<file path="config.mk">
export PLATFORM = sky130hd
export DESIGN_NAME = code_line_decoder_flat
export DESIGN_NICKNAME = d
export VERILOG_FILES = /design/src/rtl/code_line_decoder_if.sv /design/src/rtl/code_line_decoder.sv /design/src/flat_wrapper.sv
export SDC_FILE = /design/constraint.sdc
export NUM_CORES = 1
export LEC_CHECK = 0
export CORE_MARGIN = 5
export CORE_UTILIZATION = 25
export DETAILED_ROUTE_END_ITERATION = 6
export PLACE_DENSITY = 0.41
export SETUP_SLACK_MARGIN = 0.05
export SYNTH_ARGS = -nofsm -noshare
export SYNTH_HDL_FRONTEND = slang
export SYNTH_SLANG_ARGS = --single-unit
</file>
<file path="constraint.sdc">
create_clock -name clk -period 3.72 [get_ports clk]
set_clock_uncertainty 0.1 [all_clocks]
set_input_delay 0.93 -clock clk [delete_from_list [all_inputs] [get_ports clk]]
set_output_delay 0.93 -clock clk [all_outputs]
set_load 0.03 [all_outputs]
</file>
<file path="src/rtl/code_line_decoder_if.sv">
// Handshake and output bundle for the sequenced 3-to-8 line decoder.
// The producer side drives codes in; the decoder drives the line strobes out.
interface code_line_decoder_if #(
    parameter int DEPTH = 4
) ();
    localparam int CW = $clog2(DEPTH) + 1;

    logic          in_valid;
    logic          in_ready;
    logic [2:0]    in_code;
    logic          in_none;
    logic [7:0]    out_line;
    logic          out_valid;
    logic          busy;
    logic [CW-1:0] count;

    // Producer / observer side.
    modport master (
        output in_valid, in_code, in_none,
        input  in_ready, out_line, out_valid, busy, count
    );

    // Decoder side.
    modport slave (
        input  in_valid, in_code, in_none,
        output in_ready, out_line, out_valid, busy, count
    );
endinterface

</file>
<file path="src/rtl/code_line_decoder.sv">
// Sequenced 3-to-8 line decoder: buffers {none, code} entries in a small FIFO
// and replays each as a registered one-hot line held HOLD cycles, followed by
// one gap cycle and one idle cycle before the next pop.
module code_line_decoder #(
    parameter int HOLD  = 2,
    parameter int DEPTH = 4
) (
    input logic                 clk,
    input logic                 rst,
    code_line_decoder_if.slave  bus
);
    localparam int AW = $clog2(DEPTH);
    localparam int CW = AW + 1;

    typedef enum logic [1:0] {IDLE, DRIVE, GAP} state_t;

    logic [3:0]    fifo_mem_q [DEPTH];
    logic [AW-1:0] wr_ptr_q, wr_ptr_d;
    logic [AW-1:0] rd_ptr_q, rd_ptr_d;
    logic [CW-1:0] count_q, count_d;
    state_t        state_q, state_d;
    logic [3:0]    hold_q, hold_d;
    logic [7:0]    line_q, line_d;

    logic       full;
    logic       push;
    logic       pop;
    logic [3:0] head;
    logic [7:0] head_line;

    // Handshake decisions use only registered occupancy, so a pop never
    // frees a slot for a push in the same cycle.
    always_comb begin
        full      = (count_q == CW'(DEPTH));
        push      = bus.in_valid && !full;
        pop       = (state_q == IDLE) && (count_q != '0);
        head      = fifo_mem_q[rd_ptr_q];
        head_line = head[3] ? 8'h00 : (8'h01 << head[2:0]);
        wr_ptr_d  = push ? wr_ptr_q + AW'(1) : wr_ptr_q;
        rd_ptr_d  = pop  ? rd_ptr_q + AW'(1) : rd_ptr_q;
        count_d   = count_q + CW'(push) - CW'(pop);
    end

    // Replay sequencer: IDLE pops, DRIVE holds the line, GAP blanks one cycle.
    always_comb begin
        state_d = state_q;
        hold_d  = hold_q;
        line_d  = line_q;
        unique case (state_q)
            IDLE: begin
                line_d = 8'h00;
                if (pop) begin
                    line_d  = head_line;
                    hold_d  = 4'(HOLD - 1);
                    state_d = DRIVE;
                end
            end
            DRIVE: begin
                if (hold_q == 4'd0) begin
                    state_d = GAP;
                    line_d  = 8'h00;
                end else begin
                    hold_d = hold_q - 4'd1;
                end
            end
            GAP: begin
                state_d = IDLE;
                line_d  = 8'h00;
            end
            default: begin
                state_d = IDLE;
                line_d  = 8'h00;
            end
        endcase
    end

    // Control state; reset clears the line immediately and discards entries.
    always_ff @(posedge clk or negedge rst) begin
        if (!rst) begin
            wr_ptr_q <= '0;
            rd_ptr_q <= '0;
            count_q  <= '0;
            state_q  <= IDLE;
            hold_q   <= 4'd0;
            line_q   <= 8'h00;
        end else begin
            wr_ptr_q <= wr_ptr_d;
            rd_ptr_q <= rd_ptr_d;
            count_q  <= count_d;
            state_q  <= state_d;
            hold_q   <= hold_d;
            line_q   <= line_d;
        end
    end

    // FIFO storage; contents need no reset since the pointers define validity.
    always_ff @(posedge clk) begin
        if (push) fifo_mem_q[wr_ptr_q] <= {bus.in_none, bus.in_code};
    end

    assign bus.in_ready  = !full;
    assign bus.out_line  = line_q;
    assign bus.out_valid = (state_q == DRIVE);
    assign bus.busy      = (state_q != IDLE) || (count_q != '0);
    assign bus.count     = count_q;
endmodule

</file>
<file path="src/flat_wrapper.sv">
// flat-port wrapper written by rule: the top's interface ports become plain ports
module code_line_decoder_flat 
#(
    parameter int HOLD  = 2,
    parameter int DEPTH = 4
)
  (clk, rst, bus_in_valid, bus_in_code, bus_in_none, bus_in_ready, bus_out_line, bus_out_valid, bus_busy, bus_count);
  code_line_decoder_if #(.DEPTH(DEPTH)) bus_i ();
  input logic clk;
  input logic rst;
  input wire logic [$bits(bus_i.in_valid)-1:0] bus_in_valid;
  input wire logic [$bits(bus_i.in_code)-1:0] bus_in_code;
  input wire logic [$bits(bus_i.in_none)-1:0] bus_in_none;
  output wire logic [$bits(bus_i.in_ready)-1:0] bus_in_ready;
  output wire logic [$bits(bus_i.out_line)-1:0] bus_out_line;
  output wire logic [$bits(bus_i.out_valid)-1:0] bus_out_valid;
  output wire logic [$bits(bus_i.busy)-1:0] bus_busy;
  output wire logic [$bits(bus_i.count)-1:0] bus_count;
  assign bus_i.in_valid = bus_in_valid;
  assign bus_i.in_code = bus_in_code;
  assign bus_i.in_none = bus_in_none;
  assign bus_in_ready = bus_i.in_ready;
  assign bus_out_line = bus_i.out_line;
  assign bus_out_valid = bus_i.out_valid;
  assign bus_busy = bus_i.busy;
  assign bus_count = bus_i.count;
  code_line_decoder #(.HOLD(HOLD), .DEPTH(DEPTH)) u_core (.clk(clk), .rst(rst), .bus(bus_i));
endmodule
</file>
# [After elaboration in Yosys (flattened, before gate mapping)]
# Memories as Yosys holds them, arrays and structs flattened.
# Cells that the tools add are included.
[totals] regBits=21 ram_bits=16 out_inout_bits=14 word_cells=41 n_memories=1
[memory_table] name="u_core.fifo_mem_q" depth=4 width=4 read_ports=1 rd_clocked_by_memory_dff=0 write_ports=1 line_no="code_line_decoder.sv:17" text="logic [3:0] fifo_mem_q [DEPTH];"
[op_classes] n_addsub=5 n_eq_ne=5 shift=1 n_mux=12 reduce_logical=11
[op_table] operator="$mux W8" count=3
[op_table] operator="$pmux W8 S2" count=1
[op_table] operator="$mux W4" count=2
[op_table] operator="$pmux W4 S2" count=1
[op_table] operator="$shl A1 B3 Y8 const A" count=1
[op_table] operator="$add A2 B1 Y2 const B" count=2
[op_table] operator="$logic_not A4 Y1" count=1
[op_table] operator="$mux W2" count=2
[op_table] operator="$ne A2 B1 Y1 const B" count=2
[op_table] operator="$pmux W2 S2" count=1
[op_table] operator="$reduce_bool A2 Y1" count=2
[op_table] operator="$sub A4 B1 Y4 const B" count=1
[op_table] operator="$add A3 B1 Y3" count=1
[op_table] operator="$eq A3 B3 Y1 const B" count=1
[op_table] operator="$reduce_and A3 Y1" count=1
[op_table] operator="$reduce_bool A3 Y1" count=1
[op_table] operator="$sub A3 B1 Y3" count=1
[op_table] operator="$eq A2 B1 Y1 const B" count=1
[op_table] operator="$logic_and A1 B1 Y1" count=2
[op_table] operator="$logic_not A2 Y1" count=1
[op_table] operator="$mux W1" count=2
[op_table] operator="$ne A2 B2 Y1 const B" count=1
[op_table] operator="$reduce_and A2 Y1" count=1
[op_table] operator="$logic_not A1 Y1" count=1
[op_table] operator="$logic_or A1 B1 Y1" count=1

# [Longest topological paths before layout]
[depth] depth_word=5 depth_mapped=8 depth_no_buf=8

# [Least setup slack after synthesis]
# Ideal clock, no wire load.
[synth_path] path_kind="flip-flop to flip-flop" from="register u_core.count_q[0], in the netlist u_core.bus.count[0]" to="register u_core.count_q[2], in the netlist u_core.bus.count[2]" arrival_time_ns=2.008 required_time_ns=3.497 setup_slack_ns=1.489 path_stages_with_launch=8 synth_period_minus_slack_ns=2.231 path_cell_list="dfrtp_1 -> nor2_1 -> nand2_1 -> and2_1 -> ha_1 -> fa_1 -> xnor2_1 -> xnor2_1"
[synth_via] elab_chain_len=5 elab_cells_between_ends=7 classes_between="add/sub (2); eq/ne (1); reduce/logical (4)"
[synth_lines] element="start: declaration" line_no="code_line_decoder.sv:20" text="logic [CW-1:0] count_q, count_d;"
[synth_lines] element="start signal: assignment" line_no="code_line_decoder.sv:89" text="count_q <= count_d;"
[synth_lines] element="$eq A3 B3 Y1" line_no="code_line_decoder.sv:34" text="full = (count_q == CW'(DEPTH));"
[synth_lines] element="$logic_not A1 Y1"
[synth_lines] element="via bus_in_ready" line_no="flat_wrapper.sv:14" text="output wire logic [$bits(bus_i.in_ready)-1:0] bus_in_ready;"
[synth_lines] element="$logic_and A1 B1 Y1" line_no="code_line_decoder.sv:35" text="push = bus.in_valid && !full;"
[synth_lines] element="via u_core.push" line_no="code_line_decoder.sv:26" text="logic push;"
[synth_lines] element="$add A3 B1 Y3" line_no="code_line_decoder.sv:41" text="count_d = count_q + CW'(push) - CW'(pop);"
[synth_lines] element="$sub A3 B1 Y3" line_no="code_line_decoder.sv:41"
[synth_lines] element="via u_core.count_d[2]" line_no="code_line_decoder.sv:20"
# The timed path passes the listed nets, and every way through them passes these cells.
# A chain may end at the register's enable or synchronous reset.

# [Final worst setup path]
[layout_path] from="register u_core.count_q[0], in the netlist u_core.bus.count[0]" to="output port bus_busy"
[layout_via] elab_chain_len=2
[layout_lines] element="$reduce_bool A3 Y1" line_no="code_line_decoder.sv:104" text="assign bus.busy = (state_q != IDLE) || (count_q != '0);"
[layout_lines] element="$logic_or A1 B1 Y1" line_no="code_line_decoder.sv:104"
[layout_lines] element="end: declaration" line_no="flat_wrapper.sv:17" text="output wire logic [$bits(bus_i.busy)-1:0] bus_busy;"
# No other way between the ends.

==> flow_metrics.py <==
metrics = {
    "setup_path": {
        "worstPathArrival_ns": 1.74,
        "r2r_cells": 8,
        "slowest_delay_ns": 0.60,
        "start_kind": "register",
        "reg2reg_to": "u_core.bus.count[2]",
        "path_class": "register to output port",
        "reg2reg_from": "u_core.bus.count[0]",
        "cp_cell_sequence": "nor3_1 -> nand2_1 -> clkdlybuf4s50_1",
        "endpoint": "bus_busy",
        "crit_path_start": "u_core.bus.count[0]",
        "r2r_slack_ns": 1.47,
        "worst_ep_required_time_ns": 2.69,
        "crit_slowest_cell": "clkdlybuf4s50_1",
        "cp-end-kind": "output port",
        "critical_path.max_fanout": 5,
    },
    "die": {
        "start_util_pct": 25.53,
        "fp-row-count": 29,
        "pin_count": 21,
        "dieHeight_um": 90.29,
        "die_x_um": 90.29,
        "core_area_um2": 6314,
        "die_area_um2": 8152,
    },
    "timing": {
        "hold_ws_ns": 0.3854,
        "finalWorstPathRequiredPeriod_ns": 2.770,
        "fin_crit_sh_pct": 74.47,
        "worstMarginPinSlew_ns": 0.9894,
        "final-hold-violation-count": 0,
        "rsz0062_at_grt": "no",
        "slew_violations": 0,
        "tns_ns": 0,
        "maxSlewHeadroom_pct": 33.83,
        "setup_viol": 0,
        "clock.fmax_ghz": 0.3610,
    },
    "finish": {
        "area_growth_pct": 23.68,
        "drive_above_1_share_pct": 13.04,
        "n_antenna_cell": 0,
        "fin_nets": 152,
    },
    "global_route": {
        "grtUsageTotal_pct": 7.997,
        "grt-ovfl-total": 0,
        "top_usage_layer": "met2",
        "use_met2_pct": 12.32,
        "antenna_found_initial": 0,
        "use_met3_pct": 3.167,
        "use_met1_pct": 9.789,
        "grt_pass1_vias": 999,
        "grt_first_pass_wirelength_um": 5037,
        "grt_max_degree": 22,
    },
    "place": {
        "portBuffers": 20,
        "dpl.hpwl_um": 2207,
        "gp_congestion": 0.7509,
    },
    "pwr": {
        "p_per_area_nw_per_um2": 879.6,
        "peakVddDrop_mv": 0.3551,
        "total_power_mw": 1.753,
        "leakage_nw": 0.8120,
    },
    "yosys": {
        "synth_nets": 127,
        "synth_area_um2": 1612,
        "postSynthAreaPerCell_um2": 14.39,
        "synth_area_leader_cell": "dfrtp_1",
        "yosys-top-cells-area": "dfrtp_1 33%, edfxtp_1 30%, mux4_2 5.6%",
        "ys_warn_count": 0,
        "synth_cell_types": 30,
        "ys_seq_elements": 37,
        "ys_seq_area_share_pct": 62.42,
        "yosysTopAreaCellShare_pct": 32.61,
        "synthCells": 112,
    },
    "clocking": {
        "cts_setup_buffers": 0,
        "ctsResizeCount": 0,
        "cts_buffers": 5,
        "clk_pin_slew_ns": 0.07,
        "h-tree-depth": 2,
        "cts_tree": "built",
        "cts_hold_buf": 0,
        "insertion_delay_ns": 0.29,
        "cts_root_buf": "clkbuf_8",
        "clock-sinks": 37,
        "clk_path_buf_depth": 2,
    },
    "min_path": {
        "hold_class": "register to register",
    },
    "flow_run": {
        "drv_cap": 0,
    },
    "routing": {
        "first_iter_violations": 91,
        "drc_errors": 0,
        "drtPass1Iterations": 6,
        "ant_nets": 0,
        "via_count": 944,
        "wl_per_cell_um": 13.76,
        "wl_um": 2959,
        "vias_per_cell": 4.391,
    },
    "status": {
        "status": "finished, final reports clean",
    },
}
-- flip-flops by register name, summed over array words and instances, names as in the netlist --
signal               flops
u_core.state_q           2
u_core.rd_ptr_q          2
u_core.wr_ptr_q          2
u_core.fifo_mem_q       16
u_core.bus.out_line      8
u_core.hold_q            4
u_core.bus.count         3
-- cells by family (layout without fill, tap and decap cells) --
logic type	count (synthesis)	after routing	share of synthesized area [%]
AO/OA/AOI/OAI	11	11	5.357
XOR/XNOR	7	7	3.804
adder cells (fa/ha/maj)	8	8	6.677
buffers and inverters	11	37	3.105
flip-flops	37	37	62.42
multiplexers	6	6	6.910
AND/OR/NAND/NOR	32	32	11.72
-- report_power, final --
group | switching (mW) | internal [mW]
clock | 0.141 | 0.167
combinational | 0.436 | 0.345
sequential | 0.100 | 0.563
total | 0.678 | 1.08
-- synthesized netlist by cell type --
master and n:
nor3b_2 2, or3b_1 1, mux4_2 4, a22o_1 7, nand2_1 6, fa_1 1, inv_1 8, nand3_1 3
mux2i_1 1, nor3_1 3, nor3_2 1, mux2_2 1, clkinv_1 1, o31ai_1 1, buf_6 1, a21o_1 1
ha_1 7, and3_1 4, or2b_4 1, dfrtp_1 21, nor2b_2 1, nand2b_1 2, and2_1 2, buf_2 1
xnor2_1 5, o21ai_1 1, o21ai_0 1, edfxtp_1 16, nor2_1 6, xor2_1 2
-- layout make-up --
type                            count  area (µm²)
Fill cell                         655        4320
Sequential cell                    37        1006
Multi-Input combinational cell     64       555.5
Timing Repair Buffer               20       200.2
Clock buffer                        7       96.34
Tap cell                           77       96.34
Inverter                            9       33.78
Clock inverter                      1       5.005
-- cells in the final DEF, fill, tap and decap left out, types with 2 or more instances in the layout --
master           instances
a22o_1                   7
and2_1                   2
and3_1                   4
clkbuf_8                 7
clkdlybuf4s50_1         20
dfrtp_1                 21
edfxtp_1                16
ha_1                     7
inv_1                    8
mux4_2                   4
nand2_1                  6
nand2b_1                 2
nand3_1                  3
nor2_1                   6
nor3_1                   3
nor3b_2                  2
xnor2_1                  5
xor2_1                   2
-- metal layers --
| metal | share of wire, % | wire length (µm) | vias to the layer above |
|---|---|---|---|
| met5 | 0 | 0 | - |
| li1 | - | - | 446 |
| met1 | 46 | 1356 | 472 |
| met3 | 5.0 | 149 | 6 |
| met4 | 2.1 | 63 | 0 |
| met2 | 47 | 1390 | 20 |
-- how the worst min path moves through the flow --
stage / endpoint / slack [ns] / start / depth (start not counted)
finish: u_core.bus.out_line[5] / 0.39 / u_core.bus.out_line[5] / 2
global route: u_core.bus.out_line[3] / 0.44 / u_core.bus.out_line[3] / 1
CTS: u_core.bus.out_line[5] / 0.39 / u_core.bus.out_line[5] / 2
detailed placement: u_core.bus.out_line[5] / 0.38 / u_core.bus.out_line[5] / 2
global placement: u_core.bus.out_line[5] / 0.38 / u_core.bus.out_line[5] / 2
floorplan: u_core.hold_q[1] / 0.39 / u_core.hold_q[1] / 1
-- worst max-delay path, delay by kind of cell, from the launching register on --
family	cells	cell delay, ns
buf+inv	1	0.60
flops	1	0.41
simple gates	2	0.43
-- stage by stage --
step                      utilization [%]  cells  area, µm²  setup slack, ns
final                               31.57    215       1993           0.9497
after global routing                31.57    215       1993           0.8639
after CTS                           31.57    215       1993           0.9251
after detailed placement            29.96    207       1892            1.024
after global placement              29.96    207       1892            1.069
after floorplan                         -    112       1612            1.489
No activity file was read; power rests on OpenSTA's default activity.
